### src/rtl/ttl_pkg.sv
// Shared gate-function codes and evaluation helpers for the TTL gate bank models.
package ttl_pkg;

   localparam logic [2:0] TTL_NAND = 3'd0;
   localparam logic [2:0] TTL_NOR  = 3'd1;
   localparam logic [2:0] TTL_AND  = 3'd2;
   localparam logic [2:0] TTL_OR   = 3'd3;
   localparam logic [2:0] TTL_XOR  = 3'd4;
   localparam logic [2:0] TTL_XNOR = 3'd5;

   function automatic logic ttl_gate_eval(input logic [2:0] func, input logic a, input logic b);
      logic r;
      case (func)
         TTL_NAND: r = ~(a & b);
         TTL_NOR:  r = ~(a | b);
         TTL_AND:  r = a & b;
         TTL_OR:   r = a | b;
         TTL_XOR:  r = a ^ b;
         TTL_XNOR: r = ~(a ^ b);
         default:  r = 1'b0;
      endcase
      return r;
   endfunction

   // Quiescent output level: the gate's response with both inputs low.
   function automatic logic ttl_idle(input logic [2:0] func);
      return ttl_gate_eval(func, 1'b0, 1'b0);
   endfunction

endpackage

### src/rtl/ttl_glitch_filter.sv
// Single-channel glitch filter: q follows d only after d has differed from q
// for FILTER consecutive ce-qualified clocks; any reversal restarts the count.
module ttl_glitch_filter #(
   parameter int   FILTER = 1,
   parameter logic INIT   = 1'b0
) (
   input  logic clk,
   input  logic rst_n,
   input  logic ce,
   input  logic d,
   output logic q
);

   localparam int CW = $clog2(FILTER + 1);

   logic [CW-1:0] cnt_q, cnt_d;
   logic          q_q, q_d;

   always_comb begin
      cnt_d = cnt_q;
      q_d   = q_q;
      if (ce) begin
         if (d == q_q) begin
            cnt_d = '0;
         end else if (cnt_q == CW'(FILTER - 1)) begin
            q_d   = d;
            cnt_d = '0;
         end else begin
            cnt_d = cnt_q + 1'b1;
         end
      end
   end

   always_ff @(posedge clk) begin
      if (!rst_n) begin
         cnt_q <= '0;
         q_q   <= INIT;
      end else begin
         cnt_q <= cnt_d;
         q_q   <= q_d;
      end
   end

   assign q = q_q;

endmodule

### src/rtl/ttl_gate_bank.sv
// Bank of CHANNELS identical 2-input TTL gates with a DELAY-stage clocked
// propagation line, optional glitch filter and optional open-collector output.
module ttl_gate_bank
   import ttl_pkg::*;
#(
   parameter int CHANNELS       = 4,
   parameter int FUNC           = 0,
   parameter int DELAY          = 1,
   parameter int FILTER         = 0,
   parameter int OPEN_COLLECTOR = 0
) (
   input  logic                clk,
   input  logic                rst_n,
   input  logic                ce,
   input  logic [CHANNELS-1:0] a,
   input  logic [CHANNELS-1:0] b,
   output logic [CHANNELS-1:0] y,
   output logic [CHANNELS-1:0] y_oe
);

   localparam logic [2:0] FSEL = 3'(FUNC);
   localparam logic       IDLE = ttl_idle(FSEL);
   localparam int         DW   = (DELAY < 1) ? 1 : DELAY;

   if (FUNC < 0 || FUNC > 5) begin : g_bad_func
      $error("ttl_gate_bank: FUNC must be in 0..5");
   end
   if (DELAY < 1) begin : g_bad_delay
      $error("ttl_gate_bank: DELAY must be >= 1");
   end

   logic [CHANNELS-1:0]         f;
   logic [CHANNELS-1:0]         y_val;
   logic [DW-1:0][CHANNELS-1:0] dly_q, dly_d;

   // All channels shift together; ce=0 freezes the whole line.
   always_comb begin
      dly_d = dly_q;
      if (ce) begin
         dly_d[0] = f;
         for (int j = 1; j < DW; j++) begin
            dly_d[j] = dly_q[j-1];
         end
      end
   end

   always_ff @(posedge clk) begin
      if (!rst_n) begin
         dly_q <= {(DW*CHANNELS){IDLE}};
      end else begin
         dly_q <= dly_d;
      end
   end

   for (genvar ch = 0; ch < CHANNELS; ch++) begin : g_ch
      assign f[ch] = ttl_gate_eval(FSEL, a[ch], b[ch]);

      if (FILTER == 0) begin : g_nofilt
         assign y_val[ch] = dly_q[DW-1][ch];
      end else begin : g_filt
         ttl_glitch_filter #(
            .FILTER (FILTER),
            .INIT   (IDLE)
         ) u_filt (
            .clk   (clk),
            .rst_n (rst_n),
            .ce    (ce),
            .d     (dly_q[DW-1][ch]),
            .q     (y_val[ch])
         );
      end
   end

   // Open-collector: pin is driven only when pulling low; a released pin reads 1.
   if (OPEN_COLLECTOR != 0) begin : g_oc
      assign y    = y_val;
      assign y_oe = ~y_val;
   end else begin : g_pp
      assign y    = y_val;
      assign y_oe = '1;
   end

endmodule

### config.mk
export PLATFORM = sky130hd
export DESIGN_NAME = ttl_gate_bank
export DESIGN_NICKNAME = d
export VERILOG_FILES = /design/src/rtl/ttl_pkg.sv /design/src/rtl/ttl_glitch_filter.sv /design/src/rtl/ttl_gate_bank.sv
export SDC_FILE = /design/constraint.sdc
export NUM_CORES = 1
export LEC_CHECK = 0
export BUFFER_PORTS_ARGS = -buffer_cell sky130_fd_sc_hd__buf_4
export CAP_MARGIN = 15
export CORE_AREA = 2 2 39 41
export CTS_CLUSTER_SIZE = 10
export DETAILED_ROUTE_END_ITERATION = 6
export DIE_AREA = 0 0 41 43
export HOLD_SLACK_MARGIN = 0.1
export PLACE_DENSITY = 0.45
export SETUP_SLACK_MARGIN = 0.3
export SYNTH_ARGS = -nofsm -noshare
export SYNTH_HDL_FRONTEND = slang
export SYNTH_HIERARCHICAL = 1
export SYNTH_SLANG_ARGS = --single-unit
### constraint.sdc
create_clock -name clk -period 0.8 [get_ports clk]
set_clock_uncertainty 0.2 [all_clocks]
set_input_delay 0.08 -clock clk [delete_from_list [all_inputs] [get_ports clk]]
set_output_delay 0.08 -clock clk [all_outputs]
set_load 0.03 [all_outputs]
==> summary.md <==
| Metric | Value |
|---|---|
| Status | `complete, but fails checks` |
| Failing checks | `hold timing, setup timing` |
| Worst hold path class | `input port to flop` |
| Placed cell area | `~300 um^2` |
| First-pass GRT wire length | `around 560 um` |
| Worst Hold Path EP | `y[2]` |
| Clock sinks | `4` |
| DP Cell Count | `50` |
| Finished Layout Cells | `53` |
| Area growth from synthesis to layout | `91.4%` |
| Buffers & Inverters on Critical Path | `1` |
| Post-synthesis sequential area ratio | `46.0%` |
| Core Area | `1380 um^2` |
| Critical path's largest stage delay | `roughly 0.33 ns` |
| Final hold slack | `-0.157 ns` |
| Vias in the first global route | `roughly 130` |
| Synth Instances | `21` |
| Row cnt | `14` |
| Placer congestion estimate | `between 0.5 and 0.6` |
| Max Buffers Root-to-Sink | `2` |
| Fmax | `roughly 1.0 GHz` |
| CP Max Fanout | `2` |
| Synth unique cells | `6` |
| Final WL | `438 um` |
| DR iter-0 viols | `3` |
| IO buf count | `14` |
| CP max stage cell | `dfxtp_4` |
| Final hold vios | `4` |
| Routed length per instance | `~8.3 um` |
| Reg2reg end | `y[3]` |
| H-tree Lvls | `1` |
| Worst-Skew Late Latency | `between 0.2 and 0.25 ns` |
| Share of layout cells above drive strength 1 | `56.8%` |
| Kind of cell adding the most delay to the critical path | `flip-flops` |
| TritonCTS clock tree | `built` |
| TritonCTS Buffers | `3` |
| Setup WS post-layout | `-0.175 ns` |
| Lkg Pwr | `0.164 nW` |
| Die height | `roughly 43 um` |
| Die area | `~1800 um^2` |
| DR DRC count | `0` |
| Max reg flops | `4` |
| Setup crit end kind | `output pin` |
| Synthesized area | `174 um^2` |
| Diodes inserted | `0` |
| Data arrival time of the worst path | `between 0.6 and 0.7 ns` |
| Via count | `approximately 180` |
| Average cell area after synthesis | `~8.3 um^2` |
| Post-synthesis register bit count | `4` |
| CP Class | `flop to output pin` |
| Antenna-violating nets left | `0` |
| Finished Cell Area | `333 um^2` |
| Post-Place Worst Slack | `0.0150 ns` |
| Setup Viol. Count Final | `4` |
| R2r startpoint | `y[3]` |
| Root Driver | `clkbuf_4` |
| Flop-to-flop setup slack | `~0.010 ns` |
| Commonest non-fill, non-tap cell in the layout | `buf_4` |
| # Post-CTS Setup Buffers | `0` |
| Largest net degree at the start of global routing | `9` |
| Gr ovfl total | `0` |
| Nature of the critical path startpoint | `flop` |
| PD cells | `1690 nW/um^2` |
| Die X | `approximately 40 um` |
| Worst hold path cell count | `2` |
| Antenna violations before repair | `0` |
| Required @ worst endpoint | `0.52 ns` |
| Vias per Instance | `~3.4` |
| Hold path start | `rst_n` |
| Path depth of the worst reg2reg path | `2` |
| GRT Util Overall | `~5.6%` |
| RSZ-0062 raised after global routing | `true` |
| Slew Limit Fails | `0` |
| DPL Wire Length | `~350 um` |
| Post-route clock period utilization | `122%` |
| Final #Nets | `50` |
| Clock slew at reported path FFs | `0.04 ns` |
| Drt first pass iters | `4` |
| Crit-path cells | `buf_6` |
| Max IR drop VDD | `roughly 0.00072 V` |
| Final min period | `~0.97 ns` |
| Synth warn | `6` |
| Max-Cap Viols | `0` |
| Fillers | `approximately 170` |
| Starting Density | `around an eighth` |
| Io pins | `19` |
[what timing repair did]
item	4_1_cts	5_1_grt
pin swaps	2	0
endpoints found under the setup margin	8	8
endpoints found under the hold margin	4	4
gates resized for setup	4	0
[stage by stage]
stage          TNS, ns  power (mW)  util (%)  hold slack, ns
2_1_floorplan  -0.0705       0.273         -         -0.0417
6_report        -0.689       0.561      24.1          -0.157
3_5_place_dp         0       0.315      21.3          0.0879
3_3_place_gp         0       0.314      21.3          0.0813
4_1_cts         -0.742       0.581      24.1          -0.162
5_1_grt         -0.909       0.608      24.1          -0.161
[cell families after synthesis]
kind of cell / Yosys count / synth area share [%]
simple gates: 8 / 23.0
compound gates: 4 / 11.5
flops: 4 / 46.0
buf+inv: 4 / 17.3
other cells: 1 / 2.16
[synthesized netlist by cell type]
cell type	count	area share, %
and3_1	4	14
buf_4	4	17
dfxtp_1	4	46
nor2_1	4	8.6
o21ai_1	4	12
conb_1	1	2.2
[metal layers]
layer | up-vias | part of all wire [%] | global-route usage (%)
met5 | - | 0 | 0
met4 | 0 | 0 | 0
met3 | 0 | 13 | 9.42
met2 | 12 | 43 | 5.63
met1 | 70 | 45 | 6.41
li1 | 96 | - | -
[how the worst max path moves through the flow]
stage	start	to	slack, ns	cells past startpoint
after global routing	y[0]	y[0]	-0.20	1
after global placement	y[0]	y[0]	0.02	2
final	y[2]	y[2]	-0.17	1
after CTS	y[2]	y[2]	-0.19	1
after detailed placement	y[3]	y[3]	0.01	2
after floorplan	y[0]	y[0]	-0.02	2
[power by group]
part	switching, mW	leakage (nW)	internal [mW]
registers	0.00488	0.0326	0.200
logic	0.0590	0.118	0.0521
clock network	0.0775	0.0138	0.167
total	0.141	0.164	0.420
[area by class of cell]
cell class / instances / area, um^2 / area share [%]
repair buffers: 14 / 120 / 36.1
flip-flops and latches: 4 / 95.1 / 28.6
multi-input cells: 16 / 75.1 / 22.6
clock buffers: 3 / 22.5 / 6.77
well taps: 16 / 20.0 / 6.02
(Power assumes the default switching activity.)
